### config.mk
export PLATFORM = sky130hd
export DESIGN_NAME = mouse_cursor_tracker
export DESIGN_NICKNAME = d
export VERILOG_FILES = /design/src/rtl/mouse_cursor_tracker.sv
export SDC_FILE = /design/constraint.sdc
export NUM_CORES = 1
export LEC_CHECK = 0
export ABC_AREA = 1
export BUFFER_PORTS_ARGS = -buffer_cell sky130_fd_sc_hd__buf_2
export CORE_AREA = 2 2 103 105
export DETAILED_ROUTE_END_ITERATION = 16
export DIE_AREA = 0 0 105 107
export GPL_ROUTABILITY_DRIVEN = 0
export PLACE_DENSITY = 0.85
export SLEW_MARGIN = 20
export SYNTH_ARGS = -nofsm -noshare
export SYNTH_HDL_FRONTEND = slang
export SYNTH_SLANG_ARGS = --single-unit
### constraint.sdc
create_clock -name CLK_100MHZ -period 2.8 [get_ports CLK_100MHZ]
set_clock_uncertainty 0.1 [all_clocks]
set_input_delay 0.42 -clock CLK_100MHZ [delete_from_list [all_inputs] [get_ports CLK_100MHZ]]
set_output_delay 0.42 -clock CLK_100MHZ [all_outputs]
set_load 0.005 [all_outputs]
### src/rtl/mouse_cursor_tracker.sv
// mouse_cursor_tracker: turns PS/2 mouse packets into a bounded cursor position, click pulses and an LED debug view.
// Define CURSOR_WRAP_EN to make the cursor wrap at the screen edges instead of saturating.
module mouse_cursor_tracker #(
   parameter int POS_W            = 10,
   parameter int X_MAX            = 639,
   parameter int Y_MAX            = 479,
   parameter int X_INIT           = 320,
   parameter int Y_INIT           = 240,
   parameter int SENS_SHIFT       = 0,
   parameter int DBL_CLICK_CYCLES = 25000000
) (
   input  logic             CLK_100MHZ,
   input  logic             reset,
   input  logic             data_valid,
   input  logic [8:0]       x_increment,
   input  logic [8:0]       y_increment,
   input  logic             x_overflow,
   input  logic             y_overflow,
   input  logic             left_button,
   input  logic             right_button,
   input  logic [1:0]       led_sel,
   output logic [POS_W-1:0] cursor_x,
   output logic [POS_W-1:0] cursor_y,
   output logic             moved,
   output logic             left_click,
   output logic             right_click,
   output logic             double_click,
   output logic [7:0]       LED
);
   localparam int W  = POS_W + 2;
   localparam int CW = $clog2(DBL_CLICK_CYCLES + 1);
   localparam logic signed [W-1:0] XM       = W'(X_MAX);
   localparam logic signed [W-1:0] YM       = W'(Y_MAX);
   localparam logic [POS_W-1:0]    X0       = POS_W'(X_INIT);
   localparam logic [POS_W-1:0]    Y0       = POS_W'(Y_INIT);
   localparam logic [CW-1:0]       CNT_LOAD = CW'(DBL_CLICK_CYCLES - 1);

   typedef enum logic [1:0] {IDLE, FIRST_DOWN, WAIT_SECOND, SECOND_DOWN} state_t;

   function automatic logic signed [W-1:0] scale(input logic [8:0] inc, input logic ovf);
      logic signed [W-1:0] v;
      v = ovf ? (inc[8] ? {{(W-9){1'b1}}, 9'h100} : {{(W-9){1'b0}}, 9'h0FF}) : {{(W-9){inc[8]}}, inc};
      return v >>> SENS_SHIFT;
   endfunction

   function automatic logic [POS_W-1:0] fit(input logic signed [W-1:0] n, input logic signed [W-1:0] m);
      logic signed [W-1:0] r;
`ifdef CURSOR_WRAP_EN
      r = n < 0 ? n + m + W'(1) : (n > m ? n - m - W'(1) : n);
`else
      r = n < 0 ? '0 : (n > m ? m : n);
`endif
      return r[POS_W-1:0];
   endfunction

   logic                s1_valid;
   logic signed [W-1:0] s1_dx, s1_dy, nx, ny;
   logic                left_q, right_q, l_rise, l_fall, r_rise;
   state_t              state, state_n;
   logic [CW-1:0]       cnt, cnt_n;
   logic                dbl_n, dbl_stk, mv_stk;
   logic [7:0]          led_n;

   assign nx     = $signed({2'b00, cursor_x}) + s1_dx;
   assign ny     = $signed({2'b00, cursor_y}) + s1_dy;
   assign l_rise = left_button & ~left_q;
   assign l_fall = ~left_button & left_q;
   assign r_rise = right_button & ~right_q;
   assign led_n  = led_sel == 2'd0 ? {x_increment[8], x_increment[4:0], left_button, right_button} :
                   led_sel == 2'd1 ? cursor_x[POS_W-1 -: 8] :
                   led_sel == 2'd2 ? cursor_y[POS_W-1 -: 8] :
                   {state, 4'b0, dbl_stk, mv_stk};

   // The window counter only means something in WAIT_SECOND; a rise on its last (zero) cycle is a timeout.
   always_comb begin
      state_n = state;
      cnt_n   = cnt;
      dbl_n   = 1'b0;
      case (state)
         IDLE:        if (l_rise) state_n = FIRST_DOWN;
         FIRST_DOWN:  if (l_fall) begin
            state_n = WAIT_SECOND;
            cnt_n   = CNT_LOAD;
         end
         WAIT_SECOND: if (cnt == '0) state_n = l_rise ? FIRST_DOWN : IDLE;
            else if (l_rise) begin
               state_n = SECOND_DOWN;
               dbl_n   = 1'b1;
            end else cnt_n = cnt - CW'(1);
         SECOND_DOWN: if (l_fall) state_n = IDLE;
         default:     state_n = IDLE;
      endcase
   end

   always_ff @(posedge CLK_100MHZ or negedge reset) begin
      if (!reset) begin
         s1_valid     <= 1'b0;
         s1_dx        <= '0;
         s1_dy        <= '0;
         cursor_x     <= X0;
         cursor_y     <= Y0;
         moved        <= 1'b0;
         left_q       <= 1'b0;
         right_q      <= 1'b0;
         left_click   <= 1'b0;
         right_click  <= 1'b0;
         double_click <= 1'b0;
         state        <= IDLE;
         cnt          <= '0;
         dbl_stk      <= 1'b0;
         mv_stk       <= 1'b0;
         LED          <= '0;
      end else begin
         s1_valid <= data_valid;
         if (data_valid) begin
            s1_dx <= scale(x_increment, x_overflow);
            s1_dy <= -scale(y_increment, y_overflow);
         end
         moved <= s1_valid;
         if (s1_valid) begin
            cursor_x <= fit(nx, XM);
            cursor_y <= fit(ny, YM);
         end
         left_q       <= left_button;
         right_q      <= right_button;
         left_click   <= l_rise;
         right_click  <= r_rise;
         double_click <= dbl_n;
         state        <= state_n;
         cnt          <= cnt_n;
         dbl_stk      <= dbl_stk | double_click;
         mv_stk       <= mv_stk | moved;
         LED          <= led_n;
      end
   end
endmodule

==> impl_summary.log <==
INFO  metric power_density = ~900 nW/um2
INFO  metric postSynthRegisterBits = between 80 and 90
INFO  metric ir_drop = about 0.55 mV
INFO  metric asyncSetResetFlopFracSynth = 1.00
INFO  metric chipHeight = 107 um
INFO  metric rsz_0062_raised_after_global_routing = false
INFO  metric yosys.area.top_type = sky130_fd_sc_hd__dfrtp_1
INFO  metric worst-endpoint-required = 3.00 ns
INFO  metric number_of_antenna_diodes = 0
INFO  metric status = finished clean
INFO  metric fmaxAchievable = roughly 430 MHz
INFO  metric clk_pin_slew_worst_paths = 0.09 ns
INFO  metric via_per_inst = approximately 5.3
INFO  metric remaining_drc_errors = 0
INFO  metric clock_tree.root_cell = sky130_fd_sc_hd__clkbuf_8
INFO  metric tritoncts.num_buffers = 9
INFO  metric drive_above_1_share = 0.186
INFO  metric synth_edf_count = 0
INFO  metric fin_hold_ws = between 0.08 and 0.09 ns
INFO  metric postRouteAntennaNets = 0
INFO  metric clockBufferDepth = 2
INFO  metric final_critical_path_setup_slack = around 0.46 ns
INFO  metric yosysSeqAreaShare = 0.377
INFO  metric post-dp-hpwl = 10300 um
INFO  metric final-setup-viol-count = 0
INFO  metric power = about 5.7 mW
INFO  metric grt_start_max_net_pins = between 40 and 50
INFO  metric final_core_util = 0.626
INFO  metric tritoncts = yes
INFO  metric netlist_area = between 5000 and 6000 um2
INFO  metric fin_tns_setup = 0 ns
INFO  metric fraction_of_post_synthesis_cell_area_in_the_top_cell_type_by_area = 0.349
INFO  metric post-cts-setup-buffers = 0
INFO  metric std_cell_rows = 37
INFO  metric synth.area.top_cells = sky130_fd_sc_hd__dfrtp_1 35%, sky130_fd_sc_hd__nand2_1 16%, sky130_fd_sc_hd__nor2_1 5.6%, sky130_fd_sc_hd__inv_1 5.2%, sky130_fd_sc_hd__ha_1 5.1%
INFO  metric max-cap-violations = 0
INFO  metric cp-start-kind = flop
INFO  metric ys.warnings.count = 0
INFO  metric synth_top_flop_cell = sky130_fd_sc_hd__dfrtp_1
INFO  metric finalHoldViolations = 0
INFO  metric numClockSinks = 85
INFO  metric vias = between 5000 and 6000
INFO  metric totalWireLength = between 10000 and 15000 um
INFO  metric grt.overflow.total = 0
INFO  metric critical_path_peak_fanout = 7
INFO  metric first_global_vias = a little under 5000
INFO  metric antenna_violations_before_repair = 0
INFO  metric worst-setup-path-type = flop to flop
INFO  metric insertion_delay = ~0.36 ns
INFO  metric timing.final.crit_share = 0.835
INFO  metric final_net_count = between 800 and 900
INFO  metric first_pass_iters = 5
INFO  metric cp_data_arrival_time = between 2 and 3 ns
INFO  metric timing.final.max_slew_violations = 0
INFO  metric cts_max_level = 3
INFO  metric timing.max_slew.rel_slack = 0.485
INFO  metric die_area = about 11000 um2
INFO  metric wl_per_cell = between 10 and 15 um
INFO  metric syn_avg_cell_area = 7.53 um2
INFO  metric detail_route.iter0.violations = roughly 300
INFO  metric commonest_cells_after_routing_fill_and_taps_aside = 234 x sky130_fd_sc_hd__nand2_1, 84 x sky130_fd_sc_hd__nor2_1, 79 x sky130_fd_sc_hd__dfrtp_1, 79 x sky130_fd_sc_hd__inv_1, 57 x sky130_fd_sc_hd__buf_2
INFO  metric cp-end-kind = flop
INFO  metric hold_path_class = primary input to flop
INFO  metric netlist-cell-type-count = 44
INFO  metric preCtsSetupSlack = approximately 0.55 ns
INFO  metric die_width = ~110 um
INFO  metric worst_slew_pin_slew = 0.771 ns
INFO  metric count_of_pins_on_the_block_boundary = approximately 60
INFO  metric mostFrequentLayoutCell = sky130_fd_sc_hd__nand2_1
INFO  metric syn_to_final_growth = 11.6%
INFO  metric grt_pass1_wl = ~23000 um
INFO  metric initial_utilization = 0.561
INFO  metric ctsResizeCount = 0
INFO  metric cts_hold_buf = 1
INFO  metric post-route-min-period = 2.34 ns
INFO  metric synthCells = about 750
INFO  metric leakagePower = about 3.2 nW
INFO  metric global_route.usage.total = 0.253
INFO  metric coreArea = slightly above 10000 um2
INFO  metric port_buffers = 58
INFO  metric postSynthNetCount = about 800
-- flip-flops by register name, indices dropped and copies added (netlist names) --
name / flops
left_q: 1
s1_dx: 9
mv_stk: 1
cnt: 25
double_click: 1
LED: 8
state: 2
moved: 1
dbl_stk: 1
cursor_x: 10
s1_valid: 1
right_click: 1
right_q: 1
cursor_y: 10
s1_dy: 12
left_click: 1
-- final cells by class --
cell class,count,area [um2]
Fill cell,911,3770
Sequential cell,85,2130
Inverter,82,308
Clock buffer,10,138
Timing Repair Buffer,62,325
Clock inverter,6,116
Tap cell,136,170
Multi-Input combinational cell,574,3130
-- final timing paths --
kind,startpoint,to,slack (ns),cells after the start
max in group asynchronous,reset,cursor_y[6]$_DFFE_PN1P_,1.37,3
min in group asynchronous,reset,s1_dx[10]$_DFFE_PN0P_,0.47,2
worst max-delay path,cursor_y[0]$_DFFE_PN0P_,cursor_y[1]$_DFFE_PN0P_,0.46,14
worst min-delay path,right_button,right_q$_DFF_PN0_,0.08,1
worst max register to register,cursor_y[0]$_DFFE_PN0P_,cursor_y[1]$_DFFE_PN0P_,0.46,14
worst min register to register,right_q$_DFF_PN0_,right_click$_DFF_PN0_,0.31,1
-- synthesized netlist by cell type (2+ instances only) --
library cell and instances:
sky130_fd_sc_hd__nand3b_1 3, sky130_fd_sc_hd__o21ai_0 21, sky130_fd_sc_hd__nor2_2 7, sky130_fd_sc_hd__nand2_4 2, sky130_fd_sc_hd__inv_2 2, sky130_fd_sc_hd__o21bai_1 2, sky130_fd_sc_hd__nor2_1 84, sky130_fd_sc_hd__dfstp_2 6
sky130_fd_sc_hd__o211ai_1 4, sky130_fd_sc_hd__o21ai_1 4, sky130_fd_sc_hd__nand3_1 54, sky130_fd_sc_hd__or2_2 2, sky130_fd_sc_hd__inv_1 79, sky130_fd_sc_hd__xor2_1 14, sky130_fd_sc_hd__nor3_2 2, sky130_fd_sc_hd__xnor2_1 19
sky130_fd_sc_hd__buf_12 2, sky130_fd_sc_hd__clkbuf_1 7, sky130_fd_sc_hd__dfrtp_1 79, sky130_fd_sc_hd__nand4_1 8, sky130_fd_sc_hd__a21oi_4 2, sky130_fd_sc_hd__fa_1 2, sky130_fd_sc_hd__o31ai_2 6, sky130_fd_sc_hd__nor3_1 4
sky130_fd_sc_hd__o21ai_2 13, sky130_fd_sc_hd__a21oi_1 25, sky130_fd_sc_hd__o31ai_1 2, sky130_fd_sc_hd__nand3_2 5, sky130_fd_sc_hd__ha_1 23, sky130_fd_sc_hd__nor2_4 5, sky130_fd_sc_hd__nand2_2 18, sky130_fd_sc_hd__nand2_1 234
-- power breakdown --
part,internal [mW],total (mW),switching [mW]
sequential,1.56,1.92,0.360
combinational,1.02,2.67,1.65
clock,0.627,1.10,0.471
total,3.20,5.68,2.48
-- critical path, stage by stage, from the launching register on --
cell and delay [ns]:
sky130_fd_sc_hd__dfrtp_1 0.41, sky130_fd_sc_hd__ha_1 0.26, sky130_fd_sc_hd__inv_1 0.07, sky130_fd_sc_hd__fa_1 0.41
sky130_fd_sc_hd__inv_1 0.10, sky130_fd_sc_hd__nand3_1 0.07, sky130_fd_sc_hd__nand3_1 0.13, sky130_fd_sc_hd__nand2_1 0.10
sky130_fd_sc_hd__nand2_1 0.07, sky130_fd_sc_hd__nand2_1 0.06, sky130_fd_sc_hd__nand2_1 0.07, sky130_fd_sc_hd__nand3_2 0.17
sky130_fd_sc_hd__nand3_1 0.12, sky130_fd_sc_hd__nand2_1 0.06, sky130_fd_sc_hd__nand2_1 0.07
-- through the flow --
step,std cells,instance area [um2]
floorplan,752,5670
global placement,938,6060
detailed placement,938,6060
CTS,955,6320
global route,955,6320
finish,955,6320
-- layer usage --
| metal | GRT usage | up-vias | routed length (um) | share of wire |
|---|---|---|---|---|
| li1 | - | 2526 | - | - |
| met1 | 0.332 | 2349 | 5890 | 0.44 |
| met2 | 0.434 | 189 | 6410 | 0.48 |
| met3 | 0.0359 | 25 | 860 | 0.064 |
| met4 | 0.0762 | 0 | 231 | 0.017 |
| met5 | 0 | - | 0 | 0 |
-- cells by family (layout without fill, tap and decap cells) --
logic type | after synthesis | count (layout) | synth area share
simple gates | 432 | 432 | 0.343
buf+inv | 93 | 160 | 0.0707
flops | 85 | 85 | 0.377
compound gates | 84 | 84 | 0.100
xor+xnor | 33 | 33 | 0.0510
fa+ha+maj | 25 | 25 | 0.0579
(Power assumes the default switching activity.)
